--- src/rtl/multiplier_pkg.sv ---
// Shared definitions for the multiplier datapath and its BCD display converter.
package multiplier_pkg;

    // Converter FSM encodings; 2'b11 is unused and recovers to IDLE.
    typedef enum logic [1:0] {
        IDLE    = 2'b00,
        CONVERT = 2'b01,
        DONE    = 2'b10
    } conv_state_e;

    // One BCD digit is a 4-bit nibble.
    localparam int unsigned BCD_DIGIT_W    = 4;

    // Shift-and-add-3 correction: a digit of 5 or more gets 3 added before the shift.
    localparam int unsigned BCD_ADJ_THRESH = 5;
    localparam int unsigned BCD_ADJ_ADD    = 3;

endpackage

--- src/rtl/bcd_digit_adjust.sv ---
// Single-digit double-dabble correction: in >= 5 ? in + 3 : in.
module bcd_digit_adjust
    import multiplier_pkg::*;
(
    input  logic [BCD_DIGIT_W-1:0] din,
    output logic [BCD_DIGIT_W-1:0] dout
);

    // Pre-shift correction so the doubled digit carries correctly into the next digit.
    always_comb begin
        dout = din;
        if (din >= BCD_DIGIT_W'(BCD_ADJ_THRESH)) begin
            dout = din + BCD_DIGIT_W'(BCD_ADJ_ADD);
        end
    end

endmodule

--- src/rtl/product_bcd_converter.sv ---
// Sequential binary-to-BCD converter for the multiplier product.
// A rising edge on start captures bin_in; BIN_W cycles later the packed BCD
// digits and an overflow flag are published with a one-cycle valid pulse.
module product_bcd_converter
    import multiplier_pkg::*;
#(
    parameter int unsigned BIN_W  = 8,
    parameter int unsigned DIGITS = 3
)
(
    input  logic                          clk,
    input  logic                          reset,
    input  logic                          start,
    input  logic [BIN_W-1:0]              bin_in,
    output logic                          busy,
    output logic                          valid,
    output logic                          overflow,
    output logic [BCD_DIGIT_W*DIGITS-1:0] bcd_out
);

    localparam int unsigned ACC_W = BCD_DIGIT_W * DIGITS;
    localparam int unsigned CNT_W = $clog2(BIN_W + 1);

    if (BIN_W < 1 || DIGITS < 1) begin : g_bad_params
        $error("product_bcd_converter: BIN_W and DIGITS must both be at least 1");
    end

    conv_state_e        state_q,    state_d;
    logic               start_d_q;
    logic [BIN_W-1:0]   shift_q,    shift_d;
    logic [ACC_W-1:0]   acc_q,      acc_d;
    logic               ovf_acc_q,  ovf_acc_d;
    logic [CNT_W-1:0]   cnt_q,      cnt_d;
    logic [ACC_W-1:0]   bcd_q,      bcd_d;
    logic               overflow_q, overflow_d;

    logic                     trigger;
    logic [ACC_W-1:0]         acc_adj;
    logic [ACC_W+BIN_W-1:0]   shift_cat;
    logic                     carry_out;

    // Per-digit add-3 correction of the accumulator.
    for (genvar i = 0; i < DIGITS; i++) begin : g_adj
        bcd_digit_adjust u_adj (
            .din  (acc_q[i*BCD_DIGIT_W +: BCD_DIGIT_W]),
            .dout (acc_adj[i*BCD_DIGIT_W +: BCD_DIGIT_W])
        );
    end

    // Rising-edge detect on start and one shift step of {ovf, acc, shift_reg}.
    always_comb begin
        trigger   = start & ~start_d_q;
        shift_cat = {acc_adj, shift_q} << 1;
        carry_out = acc_adj[ACC_W-1];
    end

    // Next-state, datapath and output-hold logic.
    // The hold registers are loaded on the final CONVERT edge with the last
    // shifted value, so bcd_out/overflow are already new during the DONE cycle.
    always_comb begin
        state_d    = state_q;
        shift_d    = shift_q;
        acc_d      = acc_q;
        ovf_acc_d  = ovf_acc_q;
        cnt_d      = cnt_q;
        bcd_d      = bcd_q;
        overflow_d = overflow_q;
        case (state_q)
            IDLE: begin
                if (trigger) begin
                    shift_d   = bin_in;
                    acc_d     = '0;
                    ovf_acc_d = 1'b0;
                    cnt_d     = CNT_W'(BIN_W);
                    state_d   = CONVERT;
                end
            end
            CONVERT: begin
                acc_d     = shift_cat[ACC_W+BIN_W-1:BIN_W];
                shift_d   = shift_cat[BIN_W-1:0];
                ovf_acc_d = ovf_acc_q | carry_out;
                cnt_d     = cnt_q - CNT_W'(1);
                if (cnt_q == CNT_W'(1)) begin
                    bcd_d      = shift_cat[ACC_W+BIN_W-1:BIN_W];
                    overflow_d = ovf_acc_q | carry_out;
                    state_d    = DONE;
                end
            end
            DONE: begin
                state_d = IDLE;
            end
            default: begin
                state_d = IDLE;
            end
        endcase
    end

    // State and datapath registers; asynchronous reset aborts any conversion.
    always_ff @(posedge clk or posedge reset) begin
        if (reset) begin
            state_q    <= IDLE;
            start_d_q  <= 1'b0;
            shift_q    <= '0;
            acc_q      <= '0;
            ovf_acc_q  <= 1'b0;
            cnt_q      <= '0;
            bcd_q      <= '0;
            overflow_q <= 1'b0;
        end else begin
            state_q    <= state_d;
            start_d_q  <= start;
            shift_q    <= shift_d;
            acc_q      <= acc_d;
            ovf_acc_q  <= ovf_acc_d;
            cnt_q      <= cnt_d;
            bcd_q      <= bcd_d;
            overflow_q <= overflow_d;
        end
    end

    // Status outputs decoded from the registered state.
    always_comb begin
        busy     = (state_q == CONVERT);
        valid    = (state_q == DONE);
        bcd_out  = bcd_q;
        overflow = overflow_q;
    end

endmodule

--- config.mk ---
export PLATFORM = sky130hd
export DESIGN_NAME = product_bcd_converter
export DESIGN_NICKNAME = d
export VERILOG_FILES = /design/src/rtl/multiplier_pkg.sv /design/src/rtl/bcd_digit_adjust.sv /design/src/rtl/product_bcd_converter.sv
export SDC_FILE = /design/constraint.sdc
export NUM_CORES = 1
export LEC_CHECK = 0
export BUFFER_PORTS_ARGS = -buffer_cell sky130_fd_sc_hd__buf_2
export CAP_MARGIN = 0
export CORE_MARGIN = 2
export CORE_UTILIZATION = 61
export CTS_BUF_LIST = sky130_fd_sc_hd__clkbuf_16
export CTS_CLUSTER_DIAMETER = 80
export DETAILED_ROUTE_END_ITERATION = 16
export HOLD_SLACK_MARGIN = 0.1
export PLACE_DENSITY_LB_ADDON = 0.15
export SLEW_MARGIN = 30
export SYNTH_ARGS = -nofsm -noshare
export SYNTH_HDL_FRONTEND = slang
export SYNTH_HIERARCHICAL = 1
export SYNTH_SLANG_ARGS = --single-unit
export TNS_END_PERCENT = 5
--- constraint.sdc ---
create_clock -name clk -period 3.5 [get_ports clk]
set_input_delay 0.175 -clock clk [delete_from_list [all_inputs] [get_ports clk]]
set_output_delay 0.175 -clock clk [all_outputs]
set_load 0.03 [all_outputs]
# --- Yosys cells after proc, flatten, opt, wreduce, memory -nomap -nowiden ---
# Index checks and enable logic that the tools add are counted.
classes:
  addsub: 4
  multipliers: 0
  div: 0
  magnitude_cmp: 3
  eq_ne: 5
  shifts: 0
  muxes: 14
  bitwise_logic: 3
  n_reduce_logical: 5
ops:
  columns: ["operator", "n"]
  rows:
  - ["one-hot mux 12 bit (2 select lines)", 1]
  - ["two-way mux 4 bit", 4]
  - ["one-hot mux 8 bit (2 select lines)", 1]
  - ["adder 4 x 2 -> 4 bit, second input constant", 3]
  - ["greater-or-equal comparator 4 x 3 -> 1 bit, second input constant", 3]
  - ["two-way mux 12 bit", 1]
  - ["two-way mux 8 bit", 1]
  - ["one-hot mux 4 bit (2 select lines)", 1]
  - ["AND reduction 2 bit", 3]
  - ["== test 4 x 1 -> 1 bit, second input constant", 1]
  - ["two-way mux 2 bit", 2]
  - ["one-hot mux 2 bit (2 select lines)", 1]
  - ["subtractor 4 x 1 -> 4 bit, second input constant", 1]
  - ["== test 2 x 1 -> 1 bit, second input constant", 1]
  - ["== test 2 bit, second input constant", 1]
  - ["logical NOT 2 bit", 1]
  - ["!= test 2 x 1 -> 1 bit, second input constant", 1]
  - ["!= test 2 bit, second input constant", 1]
  - ["one-hot mux 1 bit (2 select lines)", 1]
  - ["nonzero test 2 bit", 1]
  - ["AND 1 bit", 1]
  - ["two-way mux 1 bit", 1]
  - ["NOT 1 bit", 1]
  - ["bitwise OR 1 bit", 1]
word_totals:
  ff_bits: 41
  latchBits: 0
  mem_bits_rw: 0
  romBits: 0
  inputBits: 11
  output_inout_bits: 15
  wordCells: 42
  memories: 0

# --- Longest topological paths before layout ---
# Gate-level depths: netlist of the first run.
logic_depth:
  depth_word: 4
  mapped_depth: 7
  mapped_depth_nobuf: 7

# --- Modules after synthesis ---
# Netlist of the first run, hierarchy kept.
modules_own_cells:
  columns: ["module", "n_inst", "cells_per_inst", "area_per_inst_um2", "seq_area_each_um2"]
  rows:
  - ["product_bcd_converter", 1, 150, 1730.4, 1026.0]
  - ["bcd_digit_adjust", 3, 16, 101.3, 0.0]

# --- Worst setup path after synthesis of the first run ---
# OpenSTA, ideal clock, no wires.
synth_timing:
  path_kind: "reg2reg"
  from: "register cnt_q[1]"
  to: "register bcd_q[0] (netlist: bcd_out[0])"
  setup_time_ns: 0.125
  arrival_ns: 1.426
  required_time_ns: 3.375
  setup_slack_ns: 1.949
  path_stages_with_launch: 7
  n_path_buf: 1
  synth_period_minus_slack_ns: 1.551
  path_cell_list: "dfrtp_1 inv_1 ha_1 nand2_2 nor4_4 buf_8 mux2_4"
synth_between:
  elab_chain_cells: 2
synth_lines:
  columns: ["item", "line", "text"]
  rows:
  - ["from (decl)", "product_bcd_converter.sv:33", "logic [CNT_W-1:0] cnt_q, cnt_d;"]
  - ["from (signal assigned)", "product_bcd_converter.sv:115", "cnt_q <= cnt_d;"]
  - ["== test 4 x 1 -> 1 bit", "product_bcd_converter.sv:83", "if (cnt_q == CNT_W'(1)) begin"]
  - ["AND reduction 2 bit (no line)", null, null]
  - ["to (signal assigned)", "product_bcd_converter.sv:107", "bcd_q <= '0;"]
  - ["to (signal assigned)", "product_bcd_converter.sv:116", "bcd_q <= bcd_d;"]
  - ["to (decl)", "product_bcd_converter.sv:34", "logic [ACC_W-1:0] bcd_q, bcd_d;"]
# Every way passes these cells.
# A chain may end at the register's enable or synchronous reset.

# --- Worst setup path in the final report of the first run ---
layout_timing:
  from: "register state_q[1]"
  to: "output busy"
layout_between:
  elab_chain_cells: 1
layout_lines:
  columns: ["item", "line", "text"]
  rows:
  - ["from (decl)", "product_bcd_converter.sv:28", "conv_state_e state_q, state_d;"]
  - ["from (signal assigned)", "product_bcd_converter.sv:110", "state_q <= state_d;"]
  - ["== test 2 x 1 -> 1 bit", "product_bcd_converter.sv:123", "busy = (state_q == CONVERT);"]
  - ["to (decl)", "product_bcd_converter.sv:15", "output logic busy,"]
# Every way passes these cells.

==> summary.json, run 1 <==
{
  "synth_top_cell_by_area": "dfrtp_1",
  "drv.max_cap_violation_count": 0,
  "synthesis.area_sq_um": 2030,
  "reg2reg_from": "state_q[1]",
  "critical_path.startpoint": "state_q[1]",
  "fin_area_sq_um": 2350,
  "ys_warn_count": 6,
  "crit_path_max_fanout": 22,
  "yosysTopAreaCellShare_pct": 50.4,
  "grt-ovfl-total": 0,
  "main_combinational_cell_family_by_area_after_synthesis": "simple AND/OR/NAND/NOR gates",
  "grt_antenna_before_repair": 0,
  "avgViaCountPerCell": 5.38,
  "dr.first_iter.drc_count": 77,
  "cp.required_ns": 3.32,
  "cts_buffers": 5,
  "setup_viol": 0,
  "grt_first_pass_wirelength_mm": 6.38,
  "area_growth_pct": 15.4,
  "cts_setup_buffers": 0,
  "synth.area.mux_share_pct": 10.1,
  "die_area_sq_um": 3810,
  "vias_after_detailed_routing": 1462,
  "post_route_cells_drive_above_1_share_pct": 25.0,
  "hold_path.class": "in -> reg",
  "grt_setup_unrepaired": "false",
  "maximum_buffer_depth_of_the_clock_tree": 2,
  "regToRegSetupSlack_ns": 1.61,
  "period_share_pct": 59.4,
  "arrival_ns": 1.90,
  "async_reset_ff_share_pct": 100,
  "design.core.area_sq_um": 3100,
  "final_core_utilization_pct": 75.6,
  "ctsHtreeMaxLevel": 2,
  "timing.slew.headroom_pct": 56.4,
  "avgRoutedWirePerCell_microns": 13.9,
  "final.setup_skew_ns": 0.00240,
  "row_count": 20,
  "avgSynthCellArea_sq_um": 10.3,
  "drt_wl_total_mm": 3.79,
  "number_of_enable_type_register_cells_in_the_synthesized_netlist": 0,
  "static-leakage-power_nw": 1.13,
  "fin_total_pwr_w": 0.00231,
  "cpMaxStageDelayCell": "dfrtp_1",
  "yosys_register_bits": 41,
  "final_net_count": 248,
  "gp_congestion": 0.818,
  "min_period_ns": 2.08,
  "final-hold-violation-count": 0,
  "basic_gate_share_of_the_synthesized_area_counting_and_or_nand_and_nor_cells_pct": 14.5,
  "synth_adder_area_share_pct": 4.92,
  "synth_compound_gate_area_share_pct": 12.7,
  "worst_slack_ns": 1.42,
  "fp.dieW_microns": 61.8,
  "run_status": "finished, final reports clean",
  "slew_violations": 0,
  "grt_max_degree": 42,
  "yosysUniqueCellTypes": 30,
  "insertedDiodeCount": 0,
  "die_y_microns": 61.8,
  "vdd_ir_drop_max_mv": 0.541,
  "cts.reportedPaths.clkPinSlew_ns": 0.05,
  "setup_total_negative_slack_ns": 0,
  "first_global_vias": 1457,
  "cts.sinks": 41,
  "worst_setup_path_endpoint": "busy",
  "timing.reg2reg.worst_path_depth": 4,
  "portBuffers": 25,
  "end_kind": "output pin",
  "yosysMostFrequentCell": "dfrtp_1",
  "detailed_place.area_sq_um": 2200,
  "cts_tree": "yes",
  "drcViolationCount": 0,
  "drt_pass1_iterations": 4,
  "hold_depth": 3,
  "path_cells": "nand2b_1 -> inv_2 -> buf_2",
  "syn_nets": 217,
  "final_antenna_net_count": 0,
  "detailed_placement_hpwl_mm": 2.58,
  "cts.root.buffer_cell": "clkbuf_16",
  "setup.worst_path.class": "reg -> out",
  "synth.top_cells.by_area": "dfrtp_1 50%, nand2_1 7.0%, mux2_4 5.9%",
  "netlist_top_cells_count": "41 x dfrtp_1, 38 x nand2_1, 23 x o21ai_0, 19 x inv_1",
  "seq_area_frac_synth_pct": 50.4,
  "post_synth_inst_count": 198,
  "worstSetupStartpointType": "flip-flop",
  "initial_core_util_pct": 65.6,
  "preCtsSetupSlack_ns": 1.66,
  "worst_pin_slew_ns": 0.653,
  "io-pin-count": 26,
  "critical_path.max_stage_delay_ns": 0.46,
  "power_per_cell_area_nw_per_um2": 983,
  "synth_xor_area_share_pct": 1.29,
  "fmax_ghz": 0.481,
  "synthFlopType": "dfrtp_1",
  "clock_network_latency_to_the_later_pin_of_the_worst_skew_pair_ns": 0.28,
  "rr_endpoint": "shift_q[1]",
  "groute.usage.overall_pct": 23.5
}
-- cell families (layout without fill, tap and decap cells) --
| logic type | count (synthesis) | count (layout) |
|---|---|---|
| compound gates | 44 | 44 |
| xor+xnor | 3 | 3 |
| fa+ha+maj | 8 | 8 |
| buf+inv | 27 | 57 |
| flops | 41 | 41 |
| mux | 16 | 16 |
| simple gates | 59 | 59 |
-- registers in the layout (all words and copies together) (netlist names) --
name	cells
acc_q	12
bcd_out	12
cnt_q	4
overflow	1
ovf_acc_q	1
shift_q	8
start_d_q	1
state_q	2
-- stage by stage --
step           cells  hold slack, ns
2_1_floorplan    198           0.206
3_3_place_gp     264           0.317
3_5_place_dp     264           0.323
4_1_cts          272           0.128
5_1_grt          272           0.142
6_report         272           0.125
-- critical path, delay by kind of cell, from the launching register on --
kind | cells | cell delay [ns]
buffers and inverters | 2 | 0.71
flip-flops | 1 | 0.46
AND/OR/NAND/NOR | 1 | 0.44
-- per-layer routing --
metal	up-vias	part of all wire, %	wire length [microns]	global-route usage (%)
met2	34	49	1870	40.0
li1	721	-	-	-
met3	9	5.0	189	4.55
met4	0	1.7	63	12.2
met1	698	44	1660	28.4
met5	-	0	0	0
-- final cells by class --
class / count / area [sq um]
multi-input cells: 130 / 886
inverters: 20 / 75.1
flip-flops and latches: 41 / 1030
repair buffers: 31 / 175
fillers: 230 / 756
clock inverters: 1 / 5.00
well taps: 44 / 55.1
clock buffers: 5 / 125
-- power breakdown --
| part | switching (W) | leakage [nW] | total, W | internal (W) |
|---|---|---|---|---|
| clock network | 0.000168 | 0.0655 | 0.000422 | 0.000254 |
| logic | 0.000619 | 0.551 | 0.00103 | 0.000414 |
| registers | 0.000172 | 0.515 | 0.000852 | 0.000680 |
| total | 0.000959 | 1.13 | 0.00231 | 0.00135 |
-- placed cells by master, fill, tap and decap left out, types with 2 or more instances in the layout --
cell type	n
clkbuf_16	5
buf_2	25
nor2_1	5
nand2_1	38
o21ai_0	23
a21oi_2	3
a22oi_1	6
buf_4	4
o21ai_1	3
mux2_4	8
ha_1	8
a21oi_1	3
xnor2_1	3
mux2_2	4
o22ai_1	3
mux2i_1	4
dfrtp_1	41
inv_1	19
nand2b_1	8
dlygate4sd3_1	2
nand3b_1	2
-- how the worst min path moves through the flow --
stage / end / slack, ns / from
3_3_place_gp: bcd_out[3] / 0.32 / reset
6_report: shift_q[2] / 0.13 / bin_in[2]
3_5_place_dp: bcd_out[3] / 0.32 / reset
2_1_floorplan: start_d_q / 0.21 / start
5_1_grt: shift_q[6] / 0.14 / bin_in[6]
4_1_cts: shift_q[5] / 0.13 / bin_in[5]
-- what timing repair did --
item                      CTS  global route
resized for setup           0             0
hold buffers                2             0
hold endpoints to repair   42             0
Note: power is estimated with default switching activity, not from simulation.
==> inputs of run 2 (changes only) <==
--- a/config.mk
+++ b/config.mk
@@ -8,7 +8,7 @@
 export BUFFER_PORTS_ARGS = -buffer_cell sky130_fd_sc_hd__buf_2
 export CAP_MARGIN = 0
 export CORE_MARGIN = 2
-export CORE_UTILIZATION = 61
+export CORE_UTILIZATION = 57
 export CTS_BUF_LIST = sky130_fd_sc_hd__clkbuf_16
 export CTS_CLUSTER_DIAMETER = 80
 export DETAILED_ROUTE_END_ITERATION = 16
==> constraint.sdc (replaced) <==
create_clock -name clk -period 2 [get_ports clk]
set_input_delay 0.1 -clock clk [delete_from_list [all_inputs] [get_ports clk]]
set_output_delay 0.1 -clock clk [all_outputs]
set_load 0.03 [all_outputs]
==> run 2 against run 1 <==
Net effect:
- via count increased by 2.8%
- cell area increased by 4.8%
- clock skew about the same
- clock power increased by 110%
- register-to-register slack got worse by 1.2 ns
- highest routed layer unchanged
- die area increased by 6.5%
- first-iteration DRC count increased by 52%
- utilization decreased by 3.1 points
- sequential share of layout area decreased by 2.0 points
==> summary.json, run 2 (synthesized netlist as in run 1, its figures left out) <==
{
  "most-common-layout-cells": "41 x dfrtp_1, 38 x nand2_1, 25 x buf_2, 23 x o21ai_0, 20 x inv_1",
  "vias_after_detailed_routing": 1503,
  "cts.root.buffer_cell": "clkbuf_16",
  "initial_core_util_pct": 60.0,
  "grt_setup_unrepaired": "false",
  "final.setup_skew_ns": 0.00230,
  "timing.slew.headroom_pct": 52.0,
  "run_status": "finished, final reports clean",
  "vdd_ir_drop_max_mv": 1.11,
  "dr.first_iter.drc_count": 117,
  "post_route_cells_drive_above_1_share_pct": 24.4,
  "hold_ws_ns": 0.322,
  "die_y_microns": 63.7,
  "drt_wl_total_mm": 4.16,
  "ctsHtreeMaxLevel": 2,
  "portBuffers": 25,
  "fp.dieW_microns": 63.7,
  "fillers": 251,
  "multiInputGateArea_sq_um": 886,
  "clock_network_latency_to_the_later_pin_of_the_worst_skew_pair_ns": 0.28,
  "io-pin-count": 26,
  "drcViolationCount": 0,
  "period_share_pct": 84.5,
  "layoutNonFillerInstCount": 284,
  "slew_violations": 0,
  "cts.sinks": 41,
  "final_net_count": 256,
  "gp_congestion": 0.808,
  "timing.reg2reg.worst_path_depth": 6,
  "total_instance_count_after_detailed_placement": 267,
  "detailed_placement_hpwl_mm": 2.61,
  "cts_buffers": 5,
  "min_period_ns": 1.69,
  "avgViaCountPerCell": 5.29,
  "worst_pin_slew_ns": 0.719,
  "insertedDiodeCount": 0,
  "drt_pass1_iterations": 4,
  "cts.reportedPaths.clkPinSlew_ns": 0.05,
  "grt_max_degree": 42,
  "cts.repair.resized": 0,
  "power_per_cell_area_nw_per_um2": 1730,
  "maximum_buffer_depth_of_the_clock_tree": 2,
  "end_kind": "output pin",
  "drv.max_cap_violation_count": 0,
  "grt_antenna_before_repair": 0,
  "grt_first_pass_wirelength_mm": 7.36,
  "die_area_sq_um": 4060,
  "cp.required_ns": 1.90,
  "setup_viol": 0,
  "crit_path_max_fanout": 22,
  "setup_total_negative_slack_ns": 0,
  "grt-ovfl-total": 0,
  "groute.usage.overall_pct": 23.8,
  "first_global_vias": 1620,
  "layout_commonest_cell": "dfrtp_1",
  "hold_path.class": "in -> reg",
  "fin_total_pwr_w": 0.00426,
  "seqCellArea_sq_um": 1030,
  "fmax_ghz": 0.592,
  "hold_depth": 4,
  "arrival_ns": 1.59,
  "cts_tree": "yes",
  "avgRoutedWirePerCell_microns": 14.6,
  "final-hold-violation-count": 0,
  "worstSetupStartpointType": "flip-flop",
  "final_antenna_net_count": 0,
  "area_growth_pct": 20.9,
  "cts_setup_buffers": 0,
  "row_count": 21,
  "design.core.area_sq_um": 3390,
  "static-leakage-power_nw": 1.18,
  "setup.worst_path.class": "reg -> out"
}
==> run 2: changes by cell type in the layout (fill, tap and decap cells not counted), sizes merged <==
| cell | before | now |
|---|---|---|
| bufinv | 0 | 1 |
| buf | 29 | 30 |
| dlygate4sd3 | 2 | 9 |
| inv | 20 | 21 |
==> run 2: power breakdown <==
part	switching, W	total, W	internal (W)
registers	0.000309	0.00150	0.00119
logic	0.00114	0.00189	0.000749
clock network	0.000294	0.000873	0.000579
total	0.00174	0.00426	0.00252
==> run 2: worst max-delay path, stage by stage (launching register included) <==
cell	delay, ns
dfrtp_1	0.48
nand2b_1	0.22
inv_2	0.34
buf_2	0.28
==> run 2: routing by layer <==
metal,share of wire [%],vias up,global-route usage (%)
met3,3.1,12,6.34
met4,2.3,0,12.5
met2,52,29,41.3
li1,-,734,-
met1,42,728,26.9
met5,0,-,0
==> run 2: path summary, 6_finish.rpt <==
path | endpoint | from | slack, ns
worst max-delay path | busy | state_q[1] | 0.31
worst min-delay path | shift_q[7] | bin_in[7] | 0.32
worst max register to register | bcd_out[8] | cnt_q[1] | 0.39
worst min register to register | bcd_out[6] | bcd_out[6] | 0.51
max in group asynchronous | shift_q[2] | reset | 1.15
min in group asynchronous | shift_q[1] | reset | 0.49
==> run 2: repair_timing <==
action                                 CTS  global route
hold buffers                             9             0
endpoints found under the hold margin   49             0
setup endpoints to repair                0             0
==> run 2: layout make-up <==
cell class / instances / share of cell area (%)
Multi-Input combinational cell: 130 / 36.0
Inverter: 20 / 3.05
Tap cell: 46 / 2.34
Clock buffer: 5 / 5.09
Timing Repair Buffer: 39 / 10.3
Sequential cell: 41 / 41.7
Clock inverter: 3 / 1.53
==> run 2: per-stage QoR <==
step                instance area [sq um]  setup WS [ns]  util, %
floorplan                            2030          0.449        -
global placement                     2210          0.448     65.1
detailed placement                   2210          0.388     65.1
CTS                                  2460          0.305     72.6
global route                         2460          0.226     72.6
finish                               2460          0.310     72.6
